File: src/rtl/ctrl_pkg.sv
// ctrl_pkg: shared definitions for the control pipeline.
//  - ALU-op (AOp) encodings and MIPS-style opcode constants.
//  - Bundle field widths, the packed single-bit control flags and the
//    BUBBLE constant (the all-zero, side-effect-free bundle).
//  - known_one(): treats an unknown/undriven control bit as 0 so that an
//    undecodable opcode can never enable a state write.
package ctrl_pkg;

    localparam int CTRL_REG_W = 5;
    localparam int CTRL_AOP_W = 3;

    typedef enum logic [CTRL_AOP_W-1:0] {
        AOP_LW   = 3'b000,
        AOP_BEQ  = 3'b001,
        AOP_R    = 3'b010,
        AOP_ADDI = 3'b011,
        AOP_SLTI = 3'b100,
        AOP_ANDI = 3'b101,
        AOP_ORI  = 3'b110,
        AOP_SW   = 3'b111
    } aop_e;

    localparam logic [5:0] OPC_R    = 6'h00;
    localparam logic [5:0] OPC_BEQ  = 6'h04;
    localparam logic [5:0] OPC_ADDI = 6'h08;
    localparam logic [5:0] OPC_SLTI = 6'h0a;
    localparam logic [5:0] OPC_ANDI = 6'h0c;
    localparam logic [5:0] OPC_ORI  = 6'h0d;
    localparam logic [5:0] OPC_LW   = 6'h23;
    localparam logic [5:0] OPC_SW   = 6'h2b;

    typedef struct packed {
        logic reg_ds;
        logic branch;
        logic mread;
        logic mtor;
        logic mwrite;
        logic alusrc;
        logic urw;
    } flags_t;

    localparam flags_t BUBBLE = '0;

    // Only a definite 1 enables a side effect; X/Z collapse to 0.
    function automatic logic known_one(input logic b);
        return (b === 1'b1);
    endfunction

endpackage

File: src/rtl/ctrl_pipe_hazard_detect.sv
// hazard_detect: purely combinational stall/flush generation.
//  Ports:
//   ex_MRead, ex_rt     load in EX and its destination register
//   id_rs, id_rt        source registers of the instruction in ID
//   mem_Branch, mem_zero  BEQ in MEM and its registered ALU zero flag
//   stall               hold PC and IF/ID, bubble into ID/EX
//   flush               taken branch: squash IF/ID, ID/EX and EX/MEM
module hazard_detect #(
    parameter int REG_W = 5
) (
    input  logic             ex_MRead,
    input  logic [REG_W-1:0] ex_rt,
    input  logic [REG_W-1:0] id_rs,
    input  logic [REG_W-1:0] id_rt,
    input  logic             mem_Branch,
    input  logic             mem_zero,
    output logic             stall,
    output logic             flush
);

    logic load_use;

    // Register 0 never carries a real dependency, so it cannot cause a stall.
    assign load_use = ex_MRead && (ex_rt != '0) && ((ex_rt == id_rs) || (ex_rt == id_rt));
    assign flush    = mem_Branch && mem_zero;
    // A taken branch discards the dependent pair anyway; flush wins.
    assign stall    = load_use && !flush;

endmodule

File: src/rtl/ctrl_pipe.sv
// ctrl_pipe: carries the decoded control bundle through the ID/EX, EX/MEM
// and MEM/WB pipeline registers, inserting bubbles for load-use stalls and
// taken-branch flushes.
//  Ports:
//   clk, rst                 clock, synchronous active-high reset
//   id_*                     decoded control bundle and register fields (ID)
//   ex_zero                  ALU zero flag from EX, registered into EX/MEM
//   ex_RegDs/AOp/ALUsrc/rt/rd  EX-stage controls from ID/EX
//   mem_MRead/MWrite/pcsrc   MEM-stage controls from EX/MEM
//   wb_MtoR/Urw/wreg         WB-stage controls from MEM/WB
//   stall, flush             hazard outputs (flush equals mem_pcsrc)
module ctrl_pipe
    import ctrl_pkg::*;
#(
    parameter int REG_W = 5,
    parameter int AOP_W = 3
) (
    input  logic             clk,
    input  logic             rst,
    input  logic             id_RegDs,
    input  logic             id_Branch,
    input  logic             id_MRead,
    input  logic             id_MtoR,
    input  logic [AOP_W-1:0] id_AOp,
    input  logic             id_MWrite,
    input  logic             id_ALUsrc,
    input  logic             id_Urw,
    input  logic [REG_W-1:0] id_rs,
    input  logic [REG_W-1:0] id_rt,
    input  logic [REG_W-1:0] id_rd,
    input  logic             ex_zero,
    output logic             ex_RegDs,
    output logic [AOP_W-1:0] ex_AOp,
    output logic             ex_ALUsrc,
    output logic [REG_W-1:0] ex_rt,
    output logic [REG_W-1:0] ex_rd,
    output logic             mem_MRead,
    output logic             mem_MWrite,
    output logic             mem_pcsrc,
    output logic             wb_MtoR,
    output logic             wb_Urw,
    output logic [REG_W-1:0] wb_wreg,
    output logic             stall,
    output logic             flush
);

    // ID/EX
    flags_t             idex_flags_q, idex_flags_d;
    logic [AOP_W-1:0]   idex_aop_q, idex_aop_d;
    logic [REG_W-1:0]   idex_rt_q, idex_rt_d;
    logic [REG_W-1:0]   idex_rd_q, idex_rd_d;
    // EX/MEM
    logic               exmem_branch_q, exmem_branch_d;
    logic               exmem_mread_q, exmem_mread_d;
    logic               exmem_mwrite_q, exmem_mwrite_d;
    logic               exmem_mtor_q, exmem_mtor_d;
    logic               exmem_urw_q, exmem_urw_d;
    logic               exmem_zero_q, exmem_zero_d;
    logic [REG_W-1:0]   exmem_wreg_q, exmem_wreg_d;
    // MEM/WB
    logic               memwb_mtor_q, memwb_mtor_d;
    logic               memwb_urw_q, memwb_urw_d;
    logic [REG_W-1:0]   memwb_wreg_q, memwb_wreg_d;

    flags_t             id_flags;

    hazard_detect #(.REG_W(REG_W)) u_hazard (
        .ex_MRead   (idex_flags_q.mread),
        .ex_rt      (idex_rt_q),
        .id_rs      (id_rs),
        .id_rt      (id_rt),
        .mem_Branch (exmem_branch_q),
        .mem_zero   (exmem_zero_q),
        .stall      (stall),
        .flush      (flush)
    );

    always_comb begin
        // Side-effect bits are sanitised so an unknown opcode behaves as a bubble.
        id_flags.reg_ds = id_RegDs;
        id_flags.branch = known_one(id_Branch);
        id_flags.mread  = known_one(id_MRead);
        id_flags.mtor   = id_MtoR;
        id_flags.mwrite = known_one(id_MWrite);
        id_flags.alusrc = id_ALUsrc;
        id_flags.urw    = known_one(id_Urw);

        if (flush || stall) begin
            idex_flags_d = BUBBLE;
            idex_aop_d   = '0;
            idex_rt_d    = '0;
            idex_rd_d    = '0;
        end else begin
            idex_flags_d = id_flags;
            idex_aop_d   = id_AOp;
            idex_rt_d    = id_rt;
            idex_rd_d    = id_rd;
        end

        // A stall only bubbles ID/EX; the instruction in EX still advances.
        if (flush) begin
            exmem_branch_d = 1'b0;
            exmem_mread_d  = 1'b0;
            exmem_mwrite_d = 1'b0;
            exmem_mtor_d   = 1'b0;
            exmem_urw_d    = 1'b0;
            exmem_zero_d   = 1'b0;
            exmem_wreg_d   = '0;
        end else begin
            exmem_branch_d = idex_flags_q.branch;
            exmem_mread_d  = idex_flags_q.mread;
            exmem_mwrite_d = idex_flags_q.mwrite;
            exmem_mtor_d   = idex_flags_q.mtor;
            exmem_urw_d    = idex_flags_q.urw;
            exmem_zero_d   = ex_zero;
            exmem_wreg_d   = idex_flags_q.reg_ds ? idex_rd_q : idex_rt_q;
        end

        // MEM/WB always advances; a flushing BEQ itself has Urw=0.
        memwb_mtor_d = exmem_mtor_q;
        memwb_urw_d  = exmem_urw_q;
        memwb_wreg_d = exmem_wreg_q;
    end

    always_ff @(posedge clk) begin
        if (rst) begin
            idex_flags_q   <= BUBBLE;
            idex_aop_q     <= '0;
            idex_rt_q      <= '0;
            idex_rd_q      <= '0;
            exmem_branch_q <= 1'b0;
            exmem_mread_q  <= 1'b0;
            exmem_mwrite_q <= 1'b0;
            exmem_mtor_q   <= 1'b0;
            exmem_urw_q    <= 1'b0;
            exmem_zero_q   <= 1'b0;
            exmem_wreg_q   <= '0;
            memwb_mtor_q   <= 1'b0;
            memwb_urw_q    <= 1'b0;
            memwb_wreg_q   <= '0;
        end else begin
            idex_flags_q   <= idex_flags_d;
            idex_aop_q     <= idex_aop_d;
            idex_rt_q      <= idex_rt_d;
            idex_rd_q      <= idex_rd_d;
            exmem_branch_q <= exmem_branch_d;
            exmem_mread_q  <= exmem_mread_d;
            exmem_mwrite_q <= exmem_mwrite_d;
            exmem_mtor_q   <= exmem_mtor_d;
            exmem_urw_q    <= exmem_urw_d;
            exmem_zero_q   <= exmem_zero_d;
            exmem_wreg_q   <= exmem_wreg_d;
            memwb_mtor_q   <= memwb_mtor_d;
            memwb_urw_q    <= memwb_urw_d;
            memwb_wreg_q   <= memwb_wreg_d;
        end
    end

    assign ex_RegDs   = idex_flags_q.reg_ds;
    assign ex_AOp     = idex_aop_q;
    assign ex_ALUsrc  = idex_flags_q.alusrc;
    assign ex_rt      = idex_rt_q;
    assign ex_rd      = idex_rd_q;
    assign mem_MRead  = exmem_mread_q;
    assign mem_MWrite = exmem_mwrite_q;
    assign mem_pcsrc  = flush;
    assign wb_MtoR    = memwb_mtor_q;
    assign wb_Urw     = memwb_urw_q;
    assign wb_wreg    = memwb_wreg_q;

endmodule

File: config.mk
export PLATFORM = sky130hd
export DESIGN_NAME = ctrl_pipe
export DESIGN_NICKNAME = d
export VERILOG_FILES = /design/src/rtl/ctrl_pkg.sv /design/src/rtl/ctrl_pipe_hazard_detect.sv /design/src/rtl/ctrl_pipe.sv
export SDC_FILE = /design/constraint.sdc
export NUM_CORES = 1
export LEC_CHECK = 0
export CORE_MARGIN = 8
export CORE_UTILIZATION = 35
export CTS_BUF_LIST = sky130_fd_sc_hd__clkbuf_8
export CTS_CLUSTER_SIZE = 14
export DETAILED_ROUTE_END_ITERATION = 8
export MAX_ROUTING_LAYER = met4
export PLACE_DENSITY = 0.64
export SLEW_MARGIN = 20
export SYNTH_ARGS = -nofsm -noshare
export SYNTH_HDL_FRONTEND = slang
export SYNTH_SLANG_ARGS = --single-unit
File: constraint.sdc
create_clock -name clk -period 4.1 [get_ports clk]
set_input_delay 1.025 -clock clk [delete_from_list [all_inputs] [get_ports clk]]
set_output_delay 1.025 -clock clk [all_outputs]
set_load 0.005 [all_outputs]
==> results by group, run 1 <==
Run status
  – Outcome: complete, no violations

Global routing
  – Largest net degree at the start of global routing: 27
  – Vias in the first global route: approximately 1100
  – Gr usage total: 11.1%
  – Antenna violations before repair: 0
  – First-pass GRT wire length: between 5000 and 6000 um
  – Total congestion overflow: 0

Final layout
  – Synth-to-layout area growth: 48.2%
  – Commonest non-fill, non-tap cell in the layout: clkdlybuf4s50_1
  – Nets: 214
  – Share of layout cells above drive strength 1: between 15 and 20%
  – Antenna diode count: 0
  – Util after Layout: 54.4%
  – Most frequent cells in the layout: clkdlybuf4s50_1, dfxtp_1, nand2_1
  – Non-Filler Instances: 234
  – Fillers: 355

Hold path
  – WHS Path Cells: 1
  – Hold path endpoint: exmem_urw_q
  – Hold WC Path Type: flip-flop to flip-flop
  – Hold_sp: idex_flags_q[0]

Clock tree
  – H-tree levels: 2
  – Worst-Skew Late Latency: between 0.2 and 0.3 ns
  – CTS tree: done
  – Post_cts resized: 0
  – Clock Sinks: 38
  – CTS Hold Buffers Added: 0
  – Num CTS Buffers: 5
  – Buffer levels on the longest clock path: 2
  – Clock Tree Root: clkbuf_8
  – CTS clk-pin slew, worst paths: 0.07 ns
  – Number of setup buffers added after CTS: 0

Route
  – Via count: 1032
  – Post-DRT Antenna Nets: 0
  – 1st-pass router iterations: 4
  – Iteration-0 DRC Markers: 44
  – Final WL: 3100 um
  – Via/cell ratio: 4.41
  – Avg WL per Cell: between 10 and 15 um
  – Remaining DRCs: 0

Power and ir drop
  – Gate power share: 14.9%
  – Switch share: 23.1%
  – Fraction of power consumed by the clock network: 31.0%
  – PD cells: about 370 mW/mm^2
  – Peak supply drop: roughly 0.16 mV
  – Seq pwr share: 54.0%
  – Pleak: 0.760 nW
  – P_int: 0.000568 W
  – Sw Pwr: between 0.00015 and 0.0002 W

Yosys
  – Syn Nets: ~160
  – Yosys reg bits: 38
  – Area contributors post-synth: dfxtp_1, a21oi_2, xnor2_1, nand2_1, mux2i_1
  – Ys flop type: dfxtp_1
  – Post-synthesis cell count: between 100 and 150
  – Seq/Total Area, Yosys: 55.8%
  – Synth warnings: 0
  – Synth Cell Area: 0.00136 sq mm
  – FFs w/ async S/R, synth: 0%
  – Synth cell types: 18
  – Syn Area/Cell: 10.5 sq um
  – Synth area leader: dfxtp_1
  – Yosys top cell area share: 55.8%
  – EDFF count, synth: 0

STA
  – Final Setup Violations: 0
  – Worst slew margin: 76.9%
  – Final min period: 3.67 ns
  – Fmax: between 200 and 300 MHz
  – RSZ-0062 raised after global routing: no
  – Period utilisation layout: 89.6%
  – Worst-Margin Slew: 0.347 ns
  – Clock skew: between 0.002 and 0.003 ns
  – Setup TNS: 0 ns
  – Slew Limit Fails: 0
  – Final hold vios: 0

Worst setup path
  – Worst r2r path cells: 4
  – Req. time, crit path: 3.07 ns
  – Crit path kind: primary input to primary output
  – R2R setup slack: between 2 and 3 ns
  – Worst r2r src: ex_rt[0]
  – Critical Path End Type: primary output
  – Worst EP arrival: 2.65 ns
  – Critical path launch point: id_rt[4]
  – Startpoint types: primary input
  – R2r endpoint: ex_rt[2]
  – Crit Path Max Fanout: 2

Floorplanning
  – Starting Density: 36.7%
  – Core ar.: 0.00372 sq mm
  – IO Count: 55
  – Die span in x: just under 80 um
  – Total die area: between 0.006 and 0.007 sq mm
  – Die Span Y: 78.4 um
  – Placement row count: 22

Placed design
  – Post-DP HPWL: 2360 um
  – GP Congestion: 0.781
  – PortBufs: between 50 and 60
  – Dpl cells: 227

Job
  – Max-Cap Viols: 0
-- routing by layer --
layer | global-route usage, % | part of all wire, % | vias up
li1 | - | - | 527
met1 | 11.4 | 43 | 468
met2 | 18.2 | 49 | 31
met3 | 2.96 | 6.0 | 6
met4 | 7.22 | 2.0 | 0
met5 | - | 0 | -
-- stage by stage --
stage               area (sq um)  worst slack, ns  hold slack [ns]  power, W
global route                2020            0.349            0.460  0.000781
CTS                         2020            0.397            0.430  0.000751
detailed placement          1940            0.410            0.413  0.000520
finish                      2020            0.428            0.427  0.000739
floorplan                   1360             1.47            0.406  0.000457
global placement            1940            0.437            0.409  0.000518
-- synth_stat cells, types with 2 or more instances --
| cell type | instances |
|---|---|
| dfxtp_1 | 38 |
| nand2_1 | 22 |
| a21oi_2 | 20 |
| xnor2_1 | 10 |
| and2_1 | 7 |
| nor2b_1 | 7 |
| nor2_1 | 6 |
| mux2i_1 | 5 |
| clkbuf_1 | 3 |
| buf_2 | 2 |
| buf_6 | 2 |
| nand3_1 | 2 |
-- final cells by class --
class	count	area (sq um)	area share, %
Sequential cell	38	761	37.6
Timing Repair Buffer	57	563	27.9
Multi-Input combinational cell	84	558	27.6
Clock buffer	5	68.8	3.41
Tap cell	48	60.1	2.97
Clock inverter	2	10.0	0.495
-- power by group through the flow --
stage                     Clock, W  Sequential, W  Combinational, W
after floorplan                  0       0.000406         0.0000517
after detailed placement         0       0.000408          0.000112
after CTS                 0.000239       0.000399          0.000113
after global routing      0.000259       0.000401          0.000121
final                     0.000229       0.000399          0.000110
after global placement           0       0.000408          0.000111
-- state kept, by name (all words and copies together) (netlist names) --
register	count
exmem_mtor_q	1
exmem_urw_q	1
ex_ALUsrc	1
ex_rd	5
wb_wreg	5
exmem_zero_q	1
mem_MWrite	1
idex_flags_q	5
wb_Urw	1
exmem_wreg_q	5
ex_RegDs	1
exmem_branch_q	1
mem_MRead	1
wb_MtoR	1
ex_rt	5
ex_AOp	3
-- critical path, cell delays in order --
cell and delay (ns):
clkdlybuf4s50_1 0.49, xnor2_1 0.14, nand3_1 0.11, o22ai_2 0.19, and3b_1 0.18, clkdlybuf4s50_1 0.51
-- worst max path at each step --
| stage | end | slack, ns | cells past startpoint |
|---|---|---|---|
| floorplan | stall | 1.47 | 4 |
| global placement | stall | 0.44 | 6 |
| detailed placement | stall | 0.41 | 6 |
| CTS | stall | 0.40 | 6 |
| global route | stall | 0.35 | 6 |
| finish | stall | 0.43 | 6 |
-- cells by family (layout without fill, tap and decap cells) --
logic type / count (synthesis) / after routing / share of synthesized area [%]
AOI/OAI and AO/OA: 22 / 22 / 13.9
and+or+nand+nor: 47 / 47 / 16.5
muxes: 5 / 5 / 3.67
buffers and inverters: 8 / 64 / 3.76
DFF: 38 / 38 / 55.8
xor gates and xnor gates: 10 / 10 / 6.42
No activity file was read; power rests on OpenSTA's default activity.
==> inputs of run 2 (changes only) <==
--- a/config.mk
+++ b/config.mk
@@ -5,14 +5,14 @@
 export SDC_FILE = /design/constraint.sdc
 export NUM_CORES = 1
 export LEC_CHECK = 0
-export CORE_MARGIN = 8
+export CORE_MARGIN = 2
 export CORE_UTILIZATION = 35
 export CTS_BUF_LIST = sky130_fd_sc_hd__clkbuf_8
 export CTS_CLUSTER_SIZE = 14
 export DETAILED_ROUTE_END_ITERATION = 8
 export MAX_ROUTING_LAYER = met4
 export PLACE_DENSITY = 0.64
-export SLEW_MARGIN = 20
+export SLEW_MARGIN = 10
 export SYNTH_ARGS = -nofsm -noshare
 export SYNTH_HDL_FRONTEND = slang
 export SYNTH_SLANG_ARGS = --single-unit
==> constraint.sdc (replaced) <==
create_clock -name clk -period 4.1 [get_ports clk]
set_input_delay 0.82 -clock clk [delete_from_list [all_inputs] [get_ports clk]]
set_output_delay 0.82 -clock clk [all_outputs]
set_load 0.005 [all_outputs]
==> results by group, run 2 (synthesis gave the netlist of run 1 again) <==
Run status
  – Outcome: complete, no violations

Floorplanning
  – Core ar.: 0.00372 sq mm
  – Total die area: 0.00441 sq mm
  – Die Span Y: 66.4 um
  – IO Count: 55
  – Placement row count: 22
  – Starting Density: between 30% and 40%
  – Die span in x: about 66 um

Worst setup path
  – Worst r2r src: ex_rt[0]
  – Crit path kind: primary input to primary output
  – Req. time, crit path: 3.28 ns
  – R2r endpoint: ex_AOp[1]
  – Critical Path End Type: primary output
  – Startpoint types: primary input
  – Worst EP arrival: between 2 and 2.5 ns
  – R2R setup slack: 2.53 ns
  – Crit Path Max Fanout: 2
  – Worst r2r path cells: 4

STA
  – RSZ-0062 raised after global routing: no
  – Setup TNS: 0 ns
  – Slew Limit Fails: 0
  – Clock skew: around 0.0039 ns
  – Worst slew margin: 76.3%
  – Final min period: 3.26 ns
  – Worst-Margin Slew: roughly 0.36 ns
  – Fmax: 307 MHz
  – Final Setup Violations: 0
  – Final hold vios: 0
  – Period utilisation layout: 79.4%
  – Final hold slack: 0.427 ns

Global routing
  – Largest net degree at the start of global routing: 27
  – Vias in the first global route: 1056
  – Gr usage total: 13.9%
  – First-pass GRT wire length: 4580 um
  – Antenna violations before repair: 0
  – Total congestion overflow: 0

Placed design
  – PortBufs: between 50 and 60
  – Post-DP HPWL: 2030 um
  – GP Congestion: 0.729
  – Area post-placement: 0.00194 sq mm

Power and ir drop
  – Pleak: between 0.7 and 0.8 nW
  – PD cells: 378 mW/mm^2
  – Peak supply drop: ~0.16 mV

Clock tree
  – CTS tree: done
  – Clock Sinks: 38
  – Number of setup buffers added after CTS: 0
  – H-tree levels: 2
  – Num CTS Buffers: 5
  – Clock Tree Root: clkbuf_8
  – CTS Hold Buffers Added: 0
  – Buffer levels on the longest clock path: 2
  – Worst-Skew Late Latency: 0.28 ns
  – CTS clk-pin slew, worst paths: 0.07 ns
  – Post_cts resized: 0

Final layout
  – Multi-input gate area: 558 sq um
  – Synth-to-layout area growth: 49.4%
  – Nets: 214
  – Register area: 761 sq um
  – Final non-filler cell area: 0.00204 sq mm
  – Commonest non-fill, non-tap cell in the layout: clkdlybuf4s50_1
  – Fillers: 350
  – Share of layout cells above drive strength 1: between 10% and 20%
  – Most frequent cells in the layout: clkdlybuf4s50_1, dfxtp_1, nand2_1
  – Antenna diode count: 0

Route
  – Via/cell ratio: 4.48
  – Avg WL per Cell: 11.9 um
  – Post-DRT Antenna Nets: 0
  – Iteration-0 DRC Markers: 35
  – Via count: 1052
  – Final WL: 2790 um
  – 1st-pass router iterations: 2
  – Remaining DRCs: 0

Hold path
  – Hold_sp: idex_flags_q[2]
  – Hold WC Path Type: flip-flop to flip-flop
  – Hold path endpoint: mem_MWrite
  – WHS Path Cells: 1

Job
  – Max-Cap Viols: 0
run 2: cell count changes in the layout (fill, tap and decap cells not counted):
cell,delta
clkinvlp_4,+1
clkinv_2,-1
clkbuf_8,+1
run 2: cell type report:
cell class              instances  share of cell area (%)
flip-flops and latches         38                    37.3
repair buffers                 57                    27.6
well taps                      48                    2.95
clock inverters                 2                   0.614
clock buffers                   6                    4.05
multi-input cells              84                    27.4
run 2: where the power goes:
| group | total, W | internal, W | leakage, nW | switching (W) |
|---|---|---|---|---|
| Clock | 0.000261 | 0.000135 | 0.0472 | 0.000126 |
| Combinational | 0.000110 | 0.0000662 | 0.402 | 0.0000442 |
| Sequential | 0.000399 | 0.000388 | 0.314 | 0.0000109 |
run 2: worst max-delay path, stage by stage:
cell	delay [ns]
clkdlybuf4s50_1	0.50
xnor2_1	0.12
nand3_1	0.12
o22ai_2	0.20
and3b_1	0.19
clkdlybuf4s50_1	0.49
run 2: worst max-delay path by stage:
stage / startpoint / to / cells past startpoint
after floorplan: id_rt[4] / stall / 4
after global placement: id_rt[4] / stall / 6
after detailed placement: id_rt[4] / stall / 6
after CTS: id_rt[4] / stall / 6
after global routing: id_rt[4] / stall / 6
final: id_rt[4] / stall / 6
run 2: stage by stage:
stage,utilization (%),total power [W],worst slack [ns],instances
after CTS,54.8,0.000780,0.830,235
after detailed placement,52.3,0.000519,0.838,227
after floorplan,-,0.000457,1.88,130
final,54.8,0.000770,0.844,235
after global routing,54.8,0.000805,0.780,235
after global placement,52.3,0.000517,0.851,227
run 2: metal layers:
metal	vias to the layer above	routed length [um]	GRT usage [%]
li1	528	-	-
met1	486	1160	15.4
met2	31	1420	23.3
met3	7	135	2.90
met4	0	65	7.65
met5	-	0	-
